<file path="src/rtl/axi_arbiter_if.sv">
// One AXI4 link: AR/R plus single-beat AW/W/B, with IDs on the request channels.
// Latency: none, wires only.
// Backpressure: standard valid/ready on every channel; master drives requests, slave drives responses.
interface axi_arbiter_if;
  logic [31:0] araddr;
  logic [7:0]  arlen;
  logic [2:0]  arsize;
  logic [1:0]  arburst;
  logic [3:0]  arid;
  logic        arvalid;
  logic        arready;
  logic [31:0] rdata;
  logic [1:0]  rresp;
  logic        rlast;
  logic        rvalid;
  logic        rready;
  logic [31:0] awaddr;
  logic [2:0]  awsize;
  logic [3:0]  awid;
  logic        awvalid;
  logic        awready;
  logic [31:0] wdata;
  logic [3:0]  wstrb;
  logic        wlast;
  logic        wvalid;
  logic        wready;
  logic [1:0]  bresp;
  logic        bvalid;
  logic        bready;

  modport master (
    output araddr, arlen, arsize, arburst, arid, arvalid, input arready,
    input rdata, rresp, rlast, rvalid, output rready,
    output awaddr, awsize, awid, awvalid, input awready,
    output wdata, wstrb, wlast, wvalid, input wready,
    input bresp, bvalid, output bready
  );

  modport slave (
    input araddr, arlen, arsize, arburst, arid, arvalid, output arready,
    output rdata, rresp, rlast, rvalid, input rready,
    input awaddr, awsize, awid, awvalid, output awready,
    input wdata, wstrb, wlast, wvalid, output wready,
    output bresp, bvalid, input bready
  );
endinterface

</file>
<file path="src/rtl/axi_arbiter.sv">
// Shares one downstream AXI4 port between m0 (instruction fetch, reads) and m1 (LSU, reads + single-beat writes).
// Latency: one IDLE cycle registers the grant; the owner's channels then pass combinationally to/from s.
// Backpressure: non-owners see ready/valid 0 and keep requests pending; ARB_ROUND_ROBIN_EN swaps fixed m1 priority for round robin.
module axi_arbiter #(
  parameter logic [3:0] M0_ID = 4'd0,
  parameter logic [3:0] M1_ID = 4'd1
) (
  input  logic          i_clock,
  input  logic          i_reset,
  axi_arbiter_if.slave  m0,
  axi_arbiter_if.slave  m1,
  axi_arbiter_if.master s
);

  typedef enum logic [1:0] {IDLE, RD0, RD1, WR1} state_t;

  state_t state;
  state_t state_nxt;
  state_t m1_choice;
  logic   ar_done;
  logic   aw_done;
  logic   w_done;
  logic   m1_pend;
  logic   ar_hs;
  logic   aw_hs;
  logic   w_hs;
  logic   r_end;
  logic   b_end;
  logic   unused_inputs;

  // m1 read beats m1 write; either m1 request counts against m0
  assign m1_pend   = m1.arvalid | m1.awvalid;
  assign ar_hs     = s.arvalid & s.arready;
  assign aw_hs     = s.awvalid & s.awready;
  assign w_hs      = s.wvalid & s.wready;
  assign r_end     = s.rvalid & s.rready & s.rlast;
  assign b_end     = s.bvalid & s.bready;

  // IDs are substituted per master and m0 has no write path, so these inputs are intentionally ignored
  assign unused_inputs = ^{m0.arid, m0.awaddr, m0.awsize, m0.awid, m0.awvalid, m0.wdata,
                           m0.wstrb, m0.wlast, m0.wvalid, m0.bready, m1.arid, m1.awid, m1.wlast};

`ifdef ARB_ROUND_ROBIN_EN
  logic last_m1;

  // remember which master won the latest grant; reset leaves m1 preferred
  always_ff @(posedge i_clock) begin
    if (i_reset) begin
      last_m1 <= 1'b0;
    end else if (state == IDLE && state_nxt != IDLE) begin
      last_m1 <= (state_nxt != RD0);
    end
  end
`endif

  // arbitrate in IDLE, release the port on the final R beat or the B handshake
  always_comb begin
    state_nxt = state;
    m1_choice = m1.arvalid ? RD1 : WR1;
    case (state)
      IDLE: begin
        if (m0.arvalid && m1_pend) begin
`ifdef ARB_ROUND_ROBIN_EN
          state_nxt = last_m1 ? RD0 : m1_choice;
`else
          state_nxt = m1_choice;
`endif
        end else if (m1_pend) begin
          state_nxt = m1_choice;
        end else if (m0.arvalid) begin
          state_nxt = RD0;
        end
      end
      RD0, RD1: if (r_end) state_nxt = IDLE;
      WR1:      if (b_end) state_nxt = IDLE;
      default:  state_nxt = IDLE;
    endcase
  end

  // state register; done flags stop a channel re-issuing once it has handshaken
  always_ff @(posedge i_clock) begin
    if (i_reset) begin
      state   <= IDLE;
      ar_done <= 1'b0;
      aw_done <= 1'b0;
      w_done  <= 1'b0;
    end else begin
      state <= state_nxt;
      if (state_nxt == IDLE) begin
        ar_done <= 1'b0;
        aw_done <= 1'b0;
        w_done  <= 1'b0;
      end else begin
        if (ar_hs) ar_done <= 1'b1;
        if (aw_hs) aw_done <= 1'b1;
        if (w_hs)  w_done  <= 1'b1;
      end
    end
  end

  // route the owner's channels to the shared port; everything else held idle
  always_comb begin
    s.araddr   = '0;
    s.arlen    = '0;
    s.arsize   = '0;
    s.arburst  = '0;
    s.arid     = '0;
    s.arvalid  = 1'b0;
    s.rready   = 1'b0;
    s.awaddr   = '0;
    s.awsize   = '0;
    s.awid     = '0;
    s.awvalid  = 1'b0;
    s.wdata    = '0;
    s.wstrb    = '0;
    s.wlast    = 1'b0;
    s.wvalid   = 1'b0;
    s.bready   = 1'b0;
    m0.arready = 1'b0;
    m0.rdata   = s.rdata;
    m0.rresp   = s.rresp;
    m0.rlast   = s.rlast;
    m0.rvalid  = 1'b0;
    m0.awready = 1'b0;
    m0.wready  = 1'b0;
    m0.bresp   = 2'b00;
    m0.bvalid  = 1'b0;
    m1.arready = 1'b0;
    m1.rdata   = s.rdata;
    m1.rresp   = s.rresp;
    m1.rlast   = s.rlast;
    m1.rvalid  = 1'b0;
    m1.awready = 1'b0;
    m1.wready  = 1'b0;
    m1.bresp   = s.bresp;
    m1.bvalid  = 1'b0;
    if (!i_reset) begin
      case (state)
        RD0: begin
          s.araddr   = m0.araddr;
          s.arlen    = m0.arlen;
          s.arsize   = m0.arsize;
          s.arburst  = m0.arburst;
          s.arid     = M0_ID;
          s.arvalid  = m0.arvalid & ~ar_done;
          m0.arready = s.arready & ~ar_done;
          m0.rvalid  = s.rvalid;
          s.rready   = m0.rready;
        end
        RD1: begin
          s.araddr   = m1.araddr;
          s.arlen    = m1.arlen;
          s.arsize   = m1.arsize;
          s.arburst  = m1.arburst;
          s.arid     = M1_ID;
          s.arvalid  = m1.arvalid & ~ar_done;
          m1.arready = s.arready & ~ar_done;
          m1.rvalid  = s.rvalid;
          s.rready   = m1.rready;
        end
        WR1: begin
          s.awaddr   = m1.awaddr;
          s.awsize   = m1.awsize;
          s.awid     = M1_ID;
          s.awvalid  = m1.awvalid & ~aw_done;
          m1.awready = s.awready & ~aw_done;
          s.wdata    = m1.wdata;
          s.wstrb    = m1.wstrb;
          s.wvalid   = m1.wvalid & ~w_done;
          s.wlast    = m1.wvalid & ~w_done;
          m1.wready  = s.wready & ~w_done;
          m1.bvalid  = s.bvalid;
          s.bready   = m1.bready;
        end
        default: ;
      endcase
    end
  end

endmodule

</file>
<file path="src/flat_wrapper.sv">
// flat-port wrapper written by rule: the top's interface ports become plain ports
module axi_arbiter_flat 
#(
  parameter logic [3:0] M0_ID = 4'd0,
  parameter logic [3:0] M1_ID = 4'd1
)
  (i_clock, i_reset, m0_araddr, m0_arlen, m0_arsize, m0_arburst, m0_arid, m0_arvalid, m0_arready, m0_rdata, m0_rresp, m0_rlast, m0_rvalid, m0_rready, m0_awaddr, m0_awsize, m0_awid, m0_awvalid, m0_awready, m0_wdata, m0_wstrb, m0_wlast, m0_wvalid, m0_wready, m0_bresp, m0_bvalid, m0_bready, m1_araddr, m1_arlen, m1_arsize, m1_arburst, m1_arid, m1_arvalid, m1_arready, m1_rdata, m1_rresp, m1_rlast, m1_rvalid, m1_rready, m1_awaddr, m1_awsize, m1_awid, m1_awvalid, m1_awready, m1_wdata, m1_wstrb, m1_wlast, m1_wvalid, m1_wready, m1_bresp, m1_bvalid, m1_bready, s_araddr, s_arlen, s_arsize, s_arburst, s_arid, s_arvalid, s_arready, s_rdata, s_rresp, s_rlast, s_rvalid, s_rready, s_awaddr, s_awsize, s_awid, s_awvalid, s_awready, s_wdata, s_wstrb, s_wlast, s_wvalid, s_wready, s_bresp, s_bvalid, s_bready);
  axi_arbiter_if m0_i ();
  axi_arbiter_if m1_i ();
  axi_arbiter_if s_i ();
  input  logic i_clock;
  input  logic i_reset;
  input wire logic [$bits(m0_i.araddr)-1:0] m0_araddr;
  input wire logic [$bits(m0_i.arlen)-1:0] m0_arlen;
  input wire logic [$bits(m0_i.arsize)-1:0] m0_arsize;
  input wire logic [$bits(m0_i.arburst)-1:0] m0_arburst;
  input wire logic [$bits(m0_i.arid)-1:0] m0_arid;
  input wire logic [$bits(m0_i.arvalid)-1:0] m0_arvalid;
  output wire logic [$bits(m0_i.arready)-1:0] m0_arready;
  output wire logic [$bits(m0_i.rdata)-1:0] m0_rdata;
  output wire logic [$bits(m0_i.rresp)-1:0] m0_rresp;
  output wire logic [$bits(m0_i.rlast)-1:0] m0_rlast;
  output wire logic [$bits(m0_i.rvalid)-1:0] m0_rvalid;
  input wire logic [$bits(m0_i.rready)-1:0] m0_rready;
  input wire logic [$bits(m0_i.awaddr)-1:0] m0_awaddr;
  input wire logic [$bits(m0_i.awsize)-1:0] m0_awsize;
  input wire logic [$bits(m0_i.awid)-1:0] m0_awid;
  input wire logic [$bits(m0_i.awvalid)-1:0] m0_awvalid;
  output wire logic [$bits(m0_i.awready)-1:0] m0_awready;
  input wire logic [$bits(m0_i.wdata)-1:0] m0_wdata;
  input wire logic [$bits(m0_i.wstrb)-1:0] m0_wstrb;
  input wire logic [$bits(m0_i.wlast)-1:0] m0_wlast;
  input wire logic [$bits(m0_i.wvalid)-1:0] m0_wvalid;
  output wire logic [$bits(m0_i.wready)-1:0] m0_wready;
  output wire logic [$bits(m0_i.bresp)-1:0] m0_bresp;
  output wire logic [$bits(m0_i.bvalid)-1:0] m0_bvalid;
  input wire logic [$bits(m0_i.bready)-1:0] m0_bready;
  input wire logic [$bits(m1_i.araddr)-1:0] m1_araddr;
  input wire logic [$bits(m1_i.arlen)-1:0] m1_arlen;
  input wire logic [$bits(m1_i.arsize)-1:0] m1_arsize;
  input wire logic [$bits(m1_i.arburst)-1:0] m1_arburst;
  input wire logic [$bits(m1_i.arid)-1:0] m1_arid;
  input wire logic [$bits(m1_i.arvalid)-1:0] m1_arvalid;
  output wire logic [$bits(m1_i.arready)-1:0] m1_arready;
  output wire logic [$bits(m1_i.rdata)-1:0] m1_rdata;
  output wire logic [$bits(m1_i.rresp)-1:0] m1_rresp;
  output wire logic [$bits(m1_i.rlast)-1:0] m1_rlast;
  output wire logic [$bits(m1_i.rvalid)-1:0] m1_rvalid;
  input wire logic [$bits(m1_i.rready)-1:0] m1_rready;
  input wire logic [$bits(m1_i.awaddr)-1:0] m1_awaddr;
  input wire logic [$bits(m1_i.awsize)-1:0] m1_awsize;
  input wire logic [$bits(m1_i.awid)-1:0] m1_awid;
  input wire logic [$bits(m1_i.awvalid)-1:0] m1_awvalid;
  output wire logic [$bits(m1_i.awready)-1:0] m1_awready;
  input wire logic [$bits(m1_i.wdata)-1:0] m1_wdata;
  input wire logic [$bits(m1_i.wstrb)-1:0] m1_wstrb;
  input wire logic [$bits(m1_i.wlast)-1:0] m1_wlast;
  input wire logic [$bits(m1_i.wvalid)-1:0] m1_wvalid;
  output wire logic [$bits(m1_i.wready)-1:0] m1_wready;
  output wire logic [$bits(m1_i.bresp)-1:0] m1_bresp;
  output wire logic [$bits(m1_i.bvalid)-1:0] m1_bvalid;
  input wire logic [$bits(m1_i.bready)-1:0] m1_bready;
  output wire logic [$bits(s_i.araddr)-1:0] s_araddr;
  output wire logic [$bits(s_i.arlen)-1:0] s_arlen;
  output wire logic [$bits(s_i.arsize)-1:0] s_arsize;
  output wire logic [$bits(s_i.arburst)-1:0] s_arburst;
  output wire logic [$bits(s_i.arid)-1:0] s_arid;
  output wire logic [$bits(s_i.arvalid)-1:0] s_arvalid;
  input wire logic [$bits(s_i.arready)-1:0] s_arready;
  input wire logic [$bits(s_i.rdata)-1:0] s_rdata;
  input wire logic [$bits(s_i.rresp)-1:0] s_rresp;
  input wire logic [$bits(s_i.rlast)-1:0] s_rlast;
  input wire logic [$bits(s_i.rvalid)-1:0] s_rvalid;
  output wire logic [$bits(s_i.rready)-1:0] s_rready;
  output wire logic [$bits(s_i.awaddr)-1:0] s_awaddr;
  output wire logic [$bits(s_i.awsize)-1:0] s_awsize;
  output wire logic [$bits(s_i.awid)-1:0] s_awid;
  output wire logic [$bits(s_i.awvalid)-1:0] s_awvalid;
  input wire logic [$bits(s_i.awready)-1:0] s_awready;
  output wire logic [$bits(s_i.wdata)-1:0] s_wdata;
  output wire logic [$bits(s_i.wstrb)-1:0] s_wstrb;
  output wire logic [$bits(s_i.wlast)-1:0] s_wlast;
  output wire logic [$bits(s_i.wvalid)-1:0] s_wvalid;
  input wire logic [$bits(s_i.wready)-1:0] s_wready;
  input wire logic [$bits(s_i.bresp)-1:0] s_bresp;
  input wire logic [$bits(s_i.bvalid)-1:0] s_bvalid;
  output wire logic [$bits(s_i.bready)-1:0] s_bready;
  assign m0_i.araddr = m0_araddr;
  assign m0_i.arlen = m0_arlen;
  assign m0_i.arsize = m0_arsize;
  assign m0_i.arburst = m0_arburst;
  assign m0_i.arid = m0_arid;
  assign m0_i.arvalid = m0_arvalid;
  assign m0_arready = m0_i.arready;
  assign m0_rdata = m0_i.rdata;
  assign m0_rresp = m0_i.rresp;
  assign m0_rlast = m0_i.rlast;
  assign m0_rvalid = m0_i.rvalid;
  assign m0_i.rready = m0_rready;
  assign m0_i.awaddr = m0_awaddr;
  assign m0_i.awsize = m0_awsize;
  assign m0_i.awid = m0_awid;
  assign m0_i.awvalid = m0_awvalid;
  assign m0_awready = m0_i.awready;
  assign m0_i.wdata = m0_wdata;
  assign m0_i.wstrb = m0_wstrb;
  assign m0_i.wlast = m0_wlast;
  assign m0_i.wvalid = m0_wvalid;
  assign m0_wready = m0_i.wready;
  assign m0_bresp = m0_i.bresp;
  assign m0_bvalid = m0_i.bvalid;
  assign m0_i.bready = m0_bready;
  assign m1_i.araddr = m1_araddr;
  assign m1_i.arlen = m1_arlen;
  assign m1_i.arsize = m1_arsize;
  assign m1_i.arburst = m1_arburst;
  assign m1_i.arid = m1_arid;
  assign m1_i.arvalid = m1_arvalid;
  assign m1_arready = m1_i.arready;
  assign m1_rdata = m1_i.rdata;
  assign m1_rresp = m1_i.rresp;
  assign m1_rlast = m1_i.rlast;
  assign m1_rvalid = m1_i.rvalid;
  assign m1_i.rready = m1_rready;
  assign m1_i.awaddr = m1_awaddr;
  assign m1_i.awsize = m1_awsize;
  assign m1_i.awid = m1_awid;
  assign m1_i.awvalid = m1_awvalid;
  assign m1_awready = m1_i.awready;
  assign m1_i.wdata = m1_wdata;
  assign m1_i.wstrb = m1_wstrb;
  assign m1_i.wlast = m1_wlast;
  assign m1_i.wvalid = m1_wvalid;
  assign m1_wready = m1_i.wready;
  assign m1_bresp = m1_i.bresp;
  assign m1_bvalid = m1_i.bvalid;
  assign m1_i.bready = m1_bready;
  assign s_araddr = s_i.araddr;
  assign s_arlen = s_i.arlen;
  assign s_arsize = s_i.arsize;
  assign s_arburst = s_i.arburst;
  assign s_arid = s_i.arid;
  assign s_arvalid = s_i.arvalid;
  assign s_i.arready = s_arready;
  assign s_i.rdata = s_rdata;
  assign s_i.rresp = s_rresp;
  assign s_i.rlast = s_rlast;
  assign s_i.rvalid = s_rvalid;
  assign s_rready = s_i.rready;
  assign s_awaddr = s_i.awaddr;
  assign s_awsize = s_i.awsize;
  assign s_awid = s_i.awid;
  assign s_awvalid = s_i.awvalid;
  assign s_i.awready = s_awready;
  assign s_wdata = s_i.wdata;
  assign s_wstrb = s_i.wstrb;
  assign s_wlast = s_i.wlast;
  assign s_wvalid = s_i.wvalid;
  assign s_i.wready = s_wready;
  assign s_i.bresp = s_bresp;
  assign s_i.bvalid = s_bvalid;
  assign s_bready = s_i.bready;
  axi_arbiter #(.M0_ID(M0_ID), .M1_ID(M1_ID)) u_core (.i_clock(i_clock), .i_reset(i_reset), .m0(m0_i), .m1(m1_i), .s(s_i));
endmodule
</file>
<file path="config.mk">
export PLATFORM = sky130hd
export DESIGN_NAME = axi_arbiter_flat
export DESIGN_NICKNAME = d
export VERILOG_FILES = /design/src/rtl/axi_arbiter_if.sv /design/src/rtl/axi_arbiter.sv /design/src/flat_wrapper.sv
export SDC_FILE = /design/constraint.sdc
export NUM_CORES = 1
export LEC_CHECK = 0
export ABC_CLOCK_PERIOD_IN_PS = 2300
export BUFFER_PORTS_ARGS = -buffer_cell sky130_fd_sc_hd__clkbuf_2
export CAP_MARGIN = 25
export CORE_AREA = 4 4 197 199
export CTS_CLUSTER_DIAMETER = 40
export CTS_CLUSTER_SIZE = 40
export DETAILED_ROUTE_END_ITERATION = 10
export DIE_AREA = 0 0 201 203
export PLACE_DENSITY = 0.37
export SLEW_MARGIN = 25
export SYNTH_ARGS = -nofsm -noshare
export SYNTH_HDL_FRONTEND = slang
export SYNTH_SLANG_ARGS = --single-unit
export TNS_END_PERCENT = 50
</file>
<file path="constraint.sdc">
create_clock -name i_clock -period 2.3 [get_ports i_clock]
set_clock_uncertainty 0.1 [all_clocks]
set_input_delay 0.46 -clock i_clock [delete_from_list [all_inputs] [get_ports i_clock]]
set_output_delay 0.46 -clock i_clock [all_outputs]
set_load 0.05 [all_outputs]
</file>
# ---- Yosys cells after proc, flatten, opt, wreduce, memory -nomap -nowiden
# Index checks and enable logic that the tools add are counted.
dict set report word_totals {
  out_inout_bits 214
  word_cells 80
  register_bits 5
  input_bits 304
}
dict set report op_classes {
  eq_ne 3
  n_bitwise 17
  n_mux 51
  n_reduce_logical 5
}
# op count
set op_table {}
lappend op_table {{32-bit two-way mux} 5}
lappend op_table {{32-bit one-hot mux with 2 select lines} 1}
lappend op_table {{1-bit two-way mux} 25}
lappend op_table {{4-bit two-way mux} 4}
lappend op_table {{8-bit one-hot mux with 2 select lines} 1}
lappend op_table {{1-bit bitwise AND} 13}
lappend op_table {{2-bit two-way mux} 6}
lappend op_table {{3-bit two-way mux} 3}
lappend op_table {{8-bit two-way mux} 1}
lappend op_table {{2-bit one-hot mux with 3 select lines} 1}
lappend op_table {{3-bit one-hot mux with 2 select lines} 1}
lappend op_table {{2-bit == test (second input constant)} 2}
lappend op_table {{2-bit logical NOT} 2}
lappend op_table {{1-bit one-hot mux with 2 select lines} 2}
lappend op_table {{2-bit one-hot mux with 2 select lines} 1}
lappend op_table {{2-bit OR reduction} 2}
lappend op_table {{1-bit NOT} 3}
lappend op_table {{2-bit by 1-bit == test with 1-bit output (second input constant)} 1}
lappend op_table {{1-bit logical AND} 1}
lappend op_table {{1-bit bitwise OR} 1}

# ---- Logic depth before layout (Yosys ltp)
dict set report logic_depth {
  depth_word 9
  depth_mapped 6
  mapped_depth_nobuf 6
}

# ---- Least setup slack after synthesis
# OpenSTA, ideal clock, no wires.
dict set report synth_path {
  path_kind {input -> output}
  startpoint {input port i_reset}
  endpoint {output port s_wvalid}
  t_arrival_ns 2.362
  slack_ns -0.622
  path_stages 4
  t_required_ns 1.740
  cell_sequence {buf_4 nand2b_4 nor3b_1 buf_4}
}
dict set report synth_between {
  elab_chain_cells 1
}
# element line_no
set synth_lines {}
lappend synth_lines {{start, declared} flat_wrapper.sv:12} ;# input logic i_reset;
lappend synth_lines {{1-bit two-way mux} --}
lappend synth_lines {{end, declared} flat_wrapper.sv:83} ;# output wire logic [$bits(s_i.wvalid)-1:0] s_wvalid;
# Every way passes these cells.

# ---- Worst setup path after layout
dict set report layout_path {
  startpoint {register u_core.state[1]}
  endpoint {output port s_wdata[4]}
}
dict set report layout_between {
  elab_chain_cells 3
}
# element line_no
set layout_lines {}
lappend layout_lines {{start, declared} axi_arbiter.sv:17} ;# state_t state;
lappend layout_lines {{start signal, assigned} axi_arbiter.sv:88} ;# state <= state_nxt;
lappend layout_lines {{2-bit == test} axi_arbiter.sv:138} ;# case (state)
lappend layout_lines {{32-bit two-way mux} axi_arbiter.sv:138}
lappend layout_lines {{32-bit two-way mux} axi_arbiter.sv:137} ;# if (!i_reset) begin
lappend layout_lines {{end, declared} flat_wrapper.sv:80} ;# output wire logic [$bits(s_i.wdata)-1:0] s_wdata;
# Every way passes these cells.

==> summary.md <==
| Metric | Value |
|---|---|
| Status | `complete, no violations` |
| Crit Path Category | `reg2out` |
| Peak supply drop | `0.000152 V` |
| Synth Flop Type | `dfxtp_1` |
| Vias in the first global route | `3332` |
| Most frequent cells after synthesis | `buf_4, and2_1, nor2_1` |
| CP required | `1740 ps` |
| Leakage | `2.32 nW` |
| CTS root buf | `clkbuf_16` |
| Global-route wire length before repair | `22200 um` |
| Largest net degree at the start of global routing | `62` |
| Io pins | `518` |
| Syn_area_per_cell | `6.71 sq um` |
| Die area | `40800 sq um` |
| Pwr per Cell Area | `316 nW/um^2` |
| Remaining DRCs | `0` |
| Die extent in x | `201 um` |
| Fill count | `4266` |
| Die Span Y | `203 um` |
| H-tree Lvls | `1` |
| Clock Latency Late Sink | `230 ps` |
| Most used cell, CP | `buf_12` |
| Fmax | `453 MHz` |
| Min-Delay Path Class | `reg2reg` |
| GRT overflow | `0` |
| Final Cell Area | `5160 sq um` |
| Tmin final | `2210 ps` |
| Unrepaired setup endpoints after global routing | `true` |
| CP Launch Type | `flop` |
| EDFF count, synth | `0` |
| Via density | `3.05` |
| Synth Register Bits | `5` |
| Total CTS buffers | `3` |
| Hold Fails Final Rpt | `0` |
| TritonRoute pass-1 iters | `4` |
| Final setup vio count | `0` |
| P&R area growth vs syn | `139%` |
| Synth warn | `0` |
| Ordered cell list for the critical path | `ha_2 -> nand2b_4 -> inv_2 -> buf_12 -> and2_1 -> buf_12` |
| Top cells by area, synth | `buf_4, and2_1, a22oi_1` |
| Initial core utilization | `0.0580` |
| Final cell count without fillers | `1028` |
| Asr flop ratio synth | `0` |
| CTS tree | `yes` |
| Placed cell count | `1020` |
| Crit path DAT | `1650 ps` |
| Top-count cell post-synth | `buf_4` |
| Yosys top cell by area | `buf_4` |
| Antenna violations before repair | `2` |
| Core footprint | `37200 sq um` |
| DR iter-0 viols | `78` |
| FP Rows | `71` |
| Dpl ws | `20.4 ps` |
| CTS Sinks | `5` |
| Post-DP HPWL | `14500 um` |
| Register area share after synthesis | `0.0463` |
| Yosys cell types | `33` |
| Final net count | `862` |
| Via count | `3131` |
| Placed cell area | `4850 sq um` |
| Share of layout cells above drive strength 1 | `0.684` |
| Placer Congestion | `0.734` |
| GRT Util Overall | `0.0730` |
| Setup ws final | `94.7 ps` |
| Post-Syn Area | `2160 sq um` |
| Yosys top cell area share | `0.295` |
| CP max stage cell | `dfxtp_2` |
| Largest stage delay, worst path | `370 ps` |
| CP Max Fanout | `61` |
| Slew Viols, Final | `0` |
| Clock-pin slew on the worst setup and hold paths | `40 ps` |
| Final WL | `16200 um` |
| Final critical-path share of the clock period | `0.959` |
| Buffer depth of the longest clock path | `2` |
| IO buf count | `308` |
| ANT nets after route | `0` |
| Worst setup EP type | `primary output` |
| Cell count after synthesis | `322` |
| DR WL/cell | `15.8 um` |
| Maxcap violations | `0` |
==> cell usage in the layout, fill, tap and decap left out, drive strengths merged, types with 3 or more instances in the layout <==
cell type	netlist	layout
buf	96	101
clkbuf	12	227
nor3b	4	4
dfxtp	5	5
a22oi	46	46
and2	74	74
nand2	3	3
nor2	47	47
inv	6	6
ha	4	4
conb	1	11
a21oi	4	4
==> area by class of cell <==
| cell class | instances | area [sq um] | area share |
|---|---|---|---|
| repair buffers | 325 | 2910 | 0.563 |
| multi-input cells | 213 | 1450 | 0.281 |
| well taps | 474 | 593 | 0.115 |
| flip-flops and latches | 5 | 105 | 0.0204 |
| clock buffers | 3 | 75.1 | 0.0145 |
| inverters | 6 | 22.5 | 0.00436 |
| clock inverters | 1 | 5.00 | 0.000970 |
| diodes | 1 | 2.50 | 0.000485 |
==> power by group <==
group / switching (mW) / total [mW] / leakage (nW) / internal, mW
Combinational: 0.715 / 1.23 / 2.24 / 0.512
Sequential: 0.0147 / 0.112 / 0.0417 / 0.0971
Clock: 0.0628 / 0.290 / 0.0409 / 0.228
Total: 0.793 / 1.63 / 2.32 / 0.837
==> kinds of logic (layout without fill, tap and decap cells) <==
logic type / count (synthesis) / count (layout) / synth area share
AND/OR/NAND/NOR: 138 / 138 / 0.357
buffers and inverters: 114 / 335 / 0.356
flip-flops: 5 / 5 / 0.0464
other: 1 / 12 / 0.00174
AO/OA/AOI/OAI: 59 / 59 / 0.211
adder cells (fa/ha/maj): 4 / 4 / 0.0232
multiplexers: 1 / 1 / 0.00464
==> flip-flops by register name, indices dropped and copies added (netlist names) <==
register	cells
u_core.state	2
u_core.ar_done	1
u_core.aw_done	1
u_core.w_done	1
==> worst max-delay path, delay by kind of cell, from the launching register on <==
kind                     cells  cell delay [ps]
buffers and inverters        3              450
flip-flops                   1              370
AND/OR/NAND/NOR              2              340
adder cells (fa/ha/maj)      1              220
==> final timing paths <==
kind                                from                     endpoint  slack (ps)  depth (start not counted)
max           u_core.state[1]$_SDFF_PP0_                   s_wdata[4]          90                          6
min          u_core.aw_done$_SDFFE_PP0P_  u_core.aw_done$_SDFFE_PP0P_         430                          2
max reg2reg   u_core.state[1]$_SDFF_PP0_  u_core.ar_done$_SDFFE_PP0P_         260                          8
min reg2reg  u_core.aw_done$_SDFFE_PP0P_  u_core.aw_done$_SDFFE_PP0P_         430                          2
==> stage by stage <==
step | hold slack (ps) | utilization | setup TNS [ps] | total power [mW]
3_3_place_gp | 409 | 0.130 | 0 | 1.28
4_1_cts | 438 | 0.136 | -25.0 | 1.64
6_report | 431 | 0.139 | 0 | 1.63
2_1_floorplan | 388 | - | -2400 | 1.11
3_5_place_dp | 432 | 0.130 | 0 | 1.28
5_1_grt | 469 | 0.139 | -25.3 | 1.73
==> metal layers <==
| layer | GRT usage | vias up | wire length (um) |
|---|---|---|---|
| li1 | - | 1431 | - |
| met1 | 0.0779 | 1360 | 5810 |
| met2 | 0.130 | 301 | 7810 |
| met3 | 0.0251 | 37 | 1840 |
| met4 | 0.0332 | 2 | 724 |
| met5 | 0 | - | 13 |
==> what timing repair did <==
item                                    in CTS  in global routing
pin swaps                                    4                  5
resized for setup                           26                 90
buffers inserted                             3                  0
gates cloned                                 0                  0
endpoints found under the hold margin        0                  0
hold buffers                                 0                  0
endpoints found under the setup margin      79                 97
No activity file was read; power rests on OpenSTA's default activity.
